===== config.mk =====
export PLATFORM = sky130hd
export DESIGN_NAME = seg5461_capture_flat
export DESIGN_NICKNAME = d
export VERILOG_FILES = /design/src/rtl/seg5461_capture_if.sv /design/src/rtl/seg5461_capture.sv /design/src/flat_wrapper.sv
export SDC_FILE = /design/constraint.sdc
export NUM_CORES = 1
export LEC_CHECK = 0
export ABC_AREA = 1
export BUFFER_PORTS_ARGS = -buffer_cell sky130_fd_sc_hd__buf_2
export CORE_MARGIN = 2
export CORE_UTILIZATION = 40
export DETAILED_ROUTE_END_ITERATION = 7
export SYNTH_ARGS = -nofsm -noshare
export SYNTH_HDL_FRONTEND = slang
export SYNTH_SLANG_ARGS = --single-unit

===== constraint.sdc =====
create_clock -name clk -period 3.59 [get_ports clk]
set_input_delay 0.359 -clock clk [delete_from_list [all_inputs] [get_ports clk]]
set_output_delay 0.359 -clock clk [all_outputs]
set_load 0.01 [all_outputs]

===== src/rtl/seg5461_capture_if.sv =====
// Bus bundle for the 7-segment capture block: raw multiplexed display pins
// going in, and the rebuilt frame going out.
interface seg5461_capture_if;
  logic [7:0]  segments;     // {a,b,c,d,e,f,g,dp}, active-high
  logic [3:0]  digits;       // {D4,D3,D2,D1}, active-high
  logic [15:0] hexx;         // [3:0]=D1 ... [15:12]=D4
  logic [3:0]  points;       // dp per digit, bit0=D1
  logic [3:0]  err_digits;   // 1 = illegal glyph on that digit
  logic        frame_valid;  // one-cycle pulse on frame update
  logic        active;       // capture seen within the timeout window

  // Display side: drives the pins, observes the decoded frame.
  modport master (
    output segments, digits,
    input  hexx, points, err_digits, frame_valid, active
  );

  // Capture block side.
  modport slave (
    input  segments, digits,
    output hexx, points, err_digits, frame_valid, active
  );
endinterface


===== src/rtl/seg5461_capture.sv =====
// Receive-side decoder for a multiplexed 4-digit common-cathode 7-segment bus.
// Synchronises the pins, waits for each digit slot to settle, decodes the glyph
// and publishes a complete 4-digit frame once every digit has been captured.
module seg5461_capture #(
  parameter int SYNC_STAGES = 2,
  parameter int MIN_STABLE  = 4,
  parameter int TIMEOUT     = 65536
) (
  input  logic             clk,
  input  logic             rst_n,
  seg5461_capture_if.slave bus
);

  localparam int CNT_W  = $clog2(MIN_STABLE + 1);
  localparam int IDLE_W = $clog2(TIMEOUT + 1);
  localparam logic [CNT_W-1:0]  CNT_MAX  = CNT_W'(MIN_STABLE);
  localparam logic [IDLE_W-1:0] IDLE_MAX = IDLE_W'(TIMEOUT);

  // Synchroniser pipelines; the newest sample enters at the low end.
  logic [SYNC_STAGES*8-1:0] seg_pipe_reg;
  logic [SYNC_STAGES*4-1:0] dig_pipe_reg;
  logic [7:0]  ss;
  logic [3:0]  ds;

  // Slot tracking
  logic [11:0]       prev_reg;
  logic [CNT_W-1:0]  cnt_reg, cnt_next;
  logic              captured_reg, captured_next;

  // Frame assembly
  logic [3:0]  seen_reg, seen_next;
  logic [15:0] stage_hex_reg;
  logic [3:0]  stage_dp_reg, stage_err_reg;
  logic [15:0] merge_hex;
  logic [3:0]  merge_dp, merge_err;

  // Outputs and activity
  logic [15:0]       hexx_reg;
  logic [3:0]        points_reg, err_reg;
  logic              frame_valid_reg;
  logic              active_reg, active_next;
  logic [IDLE_W-1:0] idle_reg, idle_next;

  logic       one_hot, same, capture, commit, timeout_hit;
  logic [4:0] dec;

  assign ss = seg_pipe_reg[SYNC_STAGES*8-1 -: 8];
  assign ds = dig_pipe_reg[SYNC_STAGES*4-1 -: 4];

  // Exact-match glyph decode: {error, nibble}; unknown patterns give 0 + error.
  function automatic logic [4:0] decode_glyph(input logic [6:0] pat);
    logic [4:0] r;
    case (pat)
      7'b1111110: r = 5'h00;
      7'b0110000: r = 5'h01;
      7'b1101101: r = 5'h02;
      7'b1111001: r = 5'h03;
      7'b0110011: r = 5'h04;
      7'b1011011: r = 5'h05;
      7'b1011111: r = 5'h06;
      7'b1110000: r = 5'h07;
      7'b1111111: r = 5'h08;
      7'b1111011: r = 5'h09;
      7'b1110111: r = 5'h0A;
      7'b0011111: r = 5'h0B;
      7'b1001110: r = 5'h0C;
      7'b0111101: r = 5'h0D;
      7'b1001111: r = 5'h0E;
      7'b1000111: r = 5'h0F;
      default:    r = 5'h10;
    endcase
    return r;
  endfunction

  assign dec = decode_glyph(ss[7:1]);

  // Staging as it would look after writing the current slot; this is what a
  // commit publishes so the outputs always see a whole frame at once.
  genvar gi;
  generate
    for (gi = 0; gi < 4; gi++) begin : g_merge
      assign merge_hex[gi*4 +: 4] = ds[gi] ? dec[3:0] : stage_hex_reg[gi*4 +: 4];
      assign merge_dp[gi]         = ds[gi] ? ss[0]    : stage_dp_reg[gi];
      assign merge_err[gi]        = ds[gi] ? dec[4]   : stage_err_reg[gi];
    end
  endgenerate

  // Shift the raw pins through the synchroniser flops.
  always_ff @(posedge clk or negedge rst_n) begin
    if (!rst_n) begin
      seg_pipe_reg <= '0;
      dig_pipe_reg <= '0;
    end else begin
      seg_pipe_reg <= {seg_pipe_reg[SYNC_STAGES*8-9:0], bus.segments};
      dig_pipe_reg <= {dig_pipe_reg[SYNC_STAGES*4-5:0], bus.digits};
    end
  end

  // Stability, capture, frame-commit and idle decisions for this cycle.
  always_comb begin
    one_hot       = (ds != 4'd0) && ((ds & (ds - 4'd1)) == 4'd0);
    same          = ({ds, ss} == prev_reg);
    cnt_next      = '0;
    captured_next = captured_reg;
    capture       = 1'b0;
    commit        = 1'b0;
    timeout_hit   = 1'b0;
    seen_next     = seen_reg;
    idle_next     = idle_reg;
    active_next   = active_reg;

    // The counter only runs while a single digit is lit and nothing moves.
    if (one_hot && same) begin
      cnt_next = (cnt_reg == CNT_MAX) ? cnt_reg : cnt_reg + CNT_W'(1);
    end
    capture = one_hot && same && !captured_reg && (cnt_reg == CNT_MAX - CNT_W'(1));

    // Any change re-arms the slot; otherwise a capture latches it.
    if (!same) begin
      captured_next = 1'b0;
    end else if (capture) begin
      captured_next = 1'b1;
    end

    commit      = capture && ((seen_reg | ds) == 4'hF);
    timeout_hit = (idle_reg == IDLE_MAX) && !capture;

    if (capture) begin
      seen_next   = commit ? 4'h0 : (seen_reg | ds);
      idle_next   = '0;
      active_next = 1'b1;
    end else begin
      if (idle_reg != IDLE_MAX) begin
        idle_next = idle_reg + IDLE_W'(1);
      end
      if (timeout_hit) begin
        // A stalled bus discards partial frames but keeps the last good one.
        seen_next   = 4'h0;
        active_next = 1'b0;
      end
    end
  end

  // State and output registers.
  always_ff @(posedge clk or negedge rst_n) begin
    if (!rst_n) begin
      prev_reg        <= '0;
      cnt_reg         <= '0;
      captured_reg    <= 1'b0;
      seen_reg        <= '0;
      stage_hex_reg   <= '0;
      stage_dp_reg    <= '0;
      stage_err_reg   <= '0;
      hexx_reg        <= '0;
      points_reg      <= '0;
      err_reg         <= '0;
      frame_valid_reg <= 1'b0;
      active_reg      <= 1'b0;
      idle_reg        <= '0;
    end else begin
      prev_reg        <= {ds, ss};
      cnt_reg         <= cnt_next;
      captured_reg    <= captured_next;
      seen_reg        <= seen_next;
      idle_reg        <= idle_next;
      active_reg      <= active_next;
      frame_valid_reg <= commit;
      if (capture) begin
        stage_hex_reg <= merge_hex;
        stage_dp_reg  <= merge_dp;
        stage_err_reg <= merge_err;
      end
      if (commit) begin
        hexx_reg   <= merge_hex;
        points_reg <= merge_dp;
        err_reg    <= merge_err;
      end
    end
  end

  assign bus.hexx        = hexx_reg;
  assign bus.points      = points_reg;
  assign bus.err_digits  = err_reg;
  assign bus.frame_valid = frame_valid_reg;
  assign bus.active      = active_reg;

endmodule


===== src/flat_wrapper.sv =====
// flat-port wrapper written by rule: the top's interface ports become plain ports
module seg5461_capture_flat 
#(
  parameter int SYNC_STAGES = 2,
  parameter int MIN_STABLE  = 4,
  parameter int TIMEOUT     = 65536
)
  (clk, rst_n, bus_segments, bus_digits, bus_hexx, bus_points, bus_err_digits, bus_frame_valid, bus_active);
  seg5461_capture_if bus_i ();
  input  logic clk;
  input  logic rst_n;
  input wire logic [$bits(bus_i.segments)-1:0] bus_segments;
  input wire logic [$bits(bus_i.digits)-1:0] bus_digits;
  output wire logic [$bits(bus_i.hexx)-1:0] bus_hexx;
  output wire logic [$bits(bus_i.points)-1:0] bus_points;
  output wire logic [$bits(bus_i.err_digits)-1:0] bus_err_digits;
  output wire logic [$bits(bus_i.frame_valid)-1:0] bus_frame_valid;
  output wire logic [$bits(bus_i.active)-1:0] bus_active;
  assign bus_i.segments = bus_segments;
  assign bus_i.digits = bus_digits;
  assign bus_hexx = bus_i.hexx;
  assign bus_points = bus_i.points;
  assign bus_err_digits = bus_i.err_digits;
  assign bus_frame_valid = bus_i.frame_valid;
  assign bus_active = bus_i.active;
  seg5461_capture #(.SYNC_STAGES(SYNC_STAGES), .MIN_STABLE(MIN_STABLE), .TIMEOUT(TIMEOUT)) u_core (.clk(clk), .rst_n(rst_n), .bus(bus_i));
endmodule

======== After elaboration in Yosys (flattened, before gate mapping) ========
Index checks and enable logic that the tools add are counted.
word-level totals
  word-level logic and storage cells ...... 80
  output and inout port bits .............. 26
  bits in registers ....................... 111
  input bits .............................. 14
cells by class
  reductions and logical operators ........ 12
  bitwise logic cells ..................... 2
  $add $sub $neg .......................... 3
  eq/ne operators ......................... 24
  mux-type cells .......................... 24
operators with widths
  cell                     number
  $eq A7 B7 Y1 const B     12
  $pmux W5 S16             1
  $mux W17                 2
  $mux W4                  7
  $eq A7 B6 Y1 const B     3
  $add A17 B1 Y17 const B  1
  $eq A17 B17 Y1 const B   1
  $ne A17 B17 Y1 const B   1
  $eq A12 B12 Y1           1
  $mux W1                  12
  $eq A7 B5 Y1 const B     1
  $logic_and A1 B1 Y1      6
  $mux W3                  2
  $and A4 B4 Y4            1
  $eq A4 B4 Y1 const B     1
  $logic_not A4 Y1         1
  $ne A2 B2 Y1 const B     2
  $or A4 B4 Y4             1
  $reduce_bool A2 Y1       2
  $reduce_bool A4 Y1       1
  $sub A4 B1 Y4 const B    1
  $add A3 B1 Y3 const B    1
  $eq A3 B2 Y1 const B     1
  $eq A3 B3 Y1 const B     1
  $logic_not A1 Y1         2

======== Depth between registers and ports, before layout ========
  depth after elaboration ................. 11
  mapped depth ............................ 13
  depth with buffers taken out ............ 12

======== Least setup slack after synthesis ========
OpenSTA, ideal clock, no wires.
  path type ............................... reg-to-reg
  start point ............................. reg u_core.dig_pipe_reg[5]
  end point ............................... reg u_core.hexx_reg[10] (netlist: u_core.bus.hexx[10])
  data arrival time ....................... 1,574 ps
  cell stages (with the launch flop) ...... 13
  slack ................................... 1,899 ps
  path buffers ............................ 2
  data required time ...................... 3,473 ps
  period minus slack after synthesis ...... 1,691 ps
  setup time .............................. 117 ps
  path through ............................ dfrtp_1 > buf_4 > inv_2 > nand2_1 > nand2_1 > nand2_1 > nor2_1 > nand3_1 > nor2_4 > nand4_4 > buf_2 > nand2_1 > nand2_1
between the ends
  cells in the longest elaborated chain, start to end .. 8
  elaborated cells between the ends (all ways) .. 12
  those cells by class .................... add/sub (1); eq/ne (2); bitwise (2); reduce/logical (7)
RTL lines
  element                           line                    source
  from (decl)                       seg5461_capture.sv:21   logic [SYNC_STAGES*4-1:0] dig_pipe_reg;
  from (signal assigned)            seg5461_capture.sv:95   dig_pipe_reg <= {dig_pipe_reg[SYNC_STAGES*4-5:0], bus.digits};
  $sub A4 B1 Y4                     seg5461_capture.sv:101  one_hot = (ds != 4'd0) && ((ds & (ds - 4'd1)) == 4'd0);
  $and A4 B4 Y4                     seg5461_capture.sv:101
  $logic_not A4 Y1                  seg5461_capture.sv:101
  $logic_and A1 B1 Y1               seg5461_capture.sv:101
  $logic_and A1 B1 Y1 (3 in a row)  seg5461_capture.sv:116  capture = one_hot && same && !captured_reg && (cnt_reg == CNT_MAX - CNT_W'(1));
  $logic_and A1 B1 Y1 (*)           seg5461_capture.sv:125  commit = capture && ((seen_reg | ds) == 4'hF);
  to (signal assigned)              seg5461_capture.sv:174  hexx_reg <= merge_hex;
  to (decl)                         seg5461_capture.sv:38   logic [15:0] hexx_reg;
Mark *: on every way between the ends. The rest lies on a longest branch, timed or not.
A chain may end at the register's enable or synchronous reset.

======== Worst setup path after layout ========
  start point ............................. reg u_core.dig_pipe_reg[6]
  end point ............................... reg u_core.hexx_reg[13] (netlist: u_core.bus.hexx[13])
Same word-level chain as after synthesis.

==> results_dict.tcl <==
set metrics [dict create \
    status "finished clean" \
    design_area_um2 5830 \
    drt-pass1-iter-count 5 \
    grt_pass1_wl_um 18900 \
    start_util 0.412 \
    drive_gt1_frac 0.102 \
    antenna_cells 0 \
    cts_buffers 9 \
    dpl-instance-area_um2 5510 \
    wl_um 10700 \
    maxSlewHeadroom 0.474 \
    startpoint_type "flop" \
    die_area_um2 14000 \
    pin_count 40 \
    postCtsSetupBuffers 0 \
    ys_seq_area_frac 0.533 \
    hpwlAfterDp_um 7420 \
    antenna_found_initial 0 \
    skew_ns 0.00469 \
    cts-root-buf "clkbuf_16" \
    worstPathArrival_ns 2.73 \
    synth_cell_types 27 \
    gp_congestion 0.829 \
    vias 4079 \
    leakage_nw 3.15 \
    die_w_um 118 \
    p_per_area_nw_per_um2 426 \
    largest_reg_flops 17 \
    grt_max_degree 57 \
    yosys_warnings 0 \
    critPathMaxFanout 54 \
    ys_ff_latch 111 \
    total_power_mw 2.49 \
    rsz0062_at_grt "false" \
    finalHoldViolations 0 \
    clk_pin_slew_ns 0.07 \
    drc 0 \
    end_kind "flop" \
    drtAntennaViolNets 0 \
    routedWlPerCell_um 12.5 \
    synth_cells 648 \
    tns_ns 0 \
    gr-total-overflow 0 \
    dr.first_iter.drc_count 208 \
    port_buffers 39 \
    clock_latency_ns 0.36 \
    post_cts_resized 0 \
    peakVddDrop_mv 0.194 \
    num-nets-final 700 \
    clockBufferDepth 2 \
    syn_nets 667 \
    r2r_slack_ns 1.16 \
    cap_violations 0 \
    grt_use_total 0.169 \
    maxSlewViolCount 0 \
    cts-htree-levels 3 \
    min_path_type "input pin to async pin" \
    num_rows 41 \
    tightest_slew_ns 0.786 \
    die_h_um 118 \
    hold_slack_ns 0.0663 \
    ctsHoldBuffers 0 \
    synth.avg_cell_area_um2 8.05 \
    crit_type "flop to flop" \
    period_needed_ns 2.43 \
    cp.required_ns 3.88 \
    fin_crit_sh 0.678 \
    clkSinkCount 111 \
    area_delta_synth_final_pct 11.8 \
    setup_violations 0 \
    grt_pass1_vias 3977 \
    cts_tree "done" \
    fmax_mhz 411 \
    nFillCells 1257 \
    core_area_um2 12700 \
    synth_area_um2 5220 \
    viasPerCell 4.75 \
]
==> path summary, 6_finish.rpt <==
| path | to | depth (start not counted) | start |
|---|---|---|---|
| max in group asynchronous | u_core.seg_pipe_reg[12] | 2 | rst_n |
| hold / removal | u_core.prev_reg[5] | 1 | rst_n |
| setup reg to reg | u_core.bus.hexx[13] | 10 | u_core.dig_pipe_reg[6] |
| hold reg to reg | u_core.seg_pipe_reg[10] | 0 | u_core.seg_pipe_reg[2] |
| setup / recovery | u_core.bus.hexx[13] | 10 | u_core.dig_pipe_reg[6] |
| min in group clk | u_core.dig_pipe_reg[1] | 1 | bus_digits[1] |
==> metal layers <==
metal / up-vias / share of wire / global-route usage
li1: 2069 / - / -
met1: 1908 / 0.48 / 0.232
met2: 87 / 0.46 / 0.258
met5: - / 0 / 0
met3: 15 / 0.041 / 0.0299
met4: 0 / 0.023 / 0.0813
==> final cells by class <==
class / instances / area [µm²] / area share
Sequential cell: 111 / 2780 / 0.476
Clock inverter: 6 / 92.6 / 0.0159
Timing Repair Buffer: 41 / 225 / 0.0386
Tap cell: 172 / 215 / 0.0369
Clock buffer: 10 / 229 / 0.0392
Inverter: 62 / 233 / 0.0399
Multi-Input combinational cell: 456 / 2060 / 0.353
==> metrics by stage <==
stage	setup slack [ns]	cells	util
floorplan	1.90	648	-
global placement	1.16	842	0.435
detailed placement	1.10	842	0.435
CTS	1.09	858	0.460
global route	0.865	858	0.460
finish	1.16	858	0.460
==> cells in the mapped netlist <==
| library cell | n | area (µm²) |
|---|---|---|
| nand4_4 | 2 | 42.5 |
| nor2_8 | 1 | 20.0 |
| buf_4 | 5 | 37.5 |
| inv_2 | 4 | 15.0 |
| nor2_1 | 65 | 244 |
| nand2_2 | 1 | 6.26 |
| a31oi_1 | 1 | 6.26 |
| nand3_2 | 2 | 20.0 |
| clkbuf_1 | 1 | 3.75 |
| nand3_1 | 59 | 295 |
| buf_2 | 7 | 35.0 |
| ha_1 | 5 | 62.6 |
| nand3b_1 | 1 | 7.51 |
| nor2_4 | 2 | 22.5 |
| nand2_1 | 264 | 991 |
| inv_1 | 58 | 218 |
| nor4_1 | 1 | 6.26 |
| nor3_1 | 9 | 45.0 |
| xnor2_1 | 7 | 61.3 |
| nand4_1 | 6 | 37.5 |
| buf_6 | 6 | 67.6 |
| a21oi_1 | 5 | 25.0 |
| xor2_1 | 7 | 61.3 |
| dfrtp_1 | 111 | 2780 |
| nor2_2 | 1 | 6.26 |
| o21ai_0 | 16 | 80.1 |
| nor4_4 | 1 | 21.3 |
==> cells by family (layout without fill, tap and decap cells) <==
family,Yosys count,after routing,share of synthesized area
and+or+nand+nor,415,415,0.338
AOI/OAI and AO/OA,22,22,0.0213
xor gates and xnor gates,14,14,0.0235
DFF,111,111,0.533
adders and majority gates,5,5,0.0120
buffers and inverters,81,119,0.0722
==> cells in the final DEF (no fill, tap or decap), drive strengths merged <==
cell type,synthesis,routed
clkbuf,1,10
bufinv,0,2
nand4,8,8
nor2,69,69
clkinvlp,0,2
xnor2,7,7
nor4,2,2
nand2,265,265
xor2,7,7
a21oi,5,5
inv,62,63
dfrtp,111,111
buf,18,41
nand3,61,61
clkinv,0,1
nor3,9,9
nand3b,1,1
a31oi,1,1
o21ai,16,16
ha,5,5
==> where the power goes <==
group	internal (mW)	switching [mW]	leakage, nW	total, mW
logic	0.0322	0.0833	1.55	0.115
registers	1.27	0.0221	1.45	1.29
clock network	0.615	0.462	0.149	1.08
==> critical path, cell delays in order (launching register included) <==
cell     delay [ns]
dfrtp_1        0.63
inv_2          0.20
nand2_1        0.13
nand2_1        0.05
nor2_1         0.10
nand2_1        0.10
nor2_4         0.15
nand4_4        0.12
nor2_8         0.58
nand3_1        0.20
nand2_1        0.11
No activity file was read; power rests on OpenSTA's default activity.
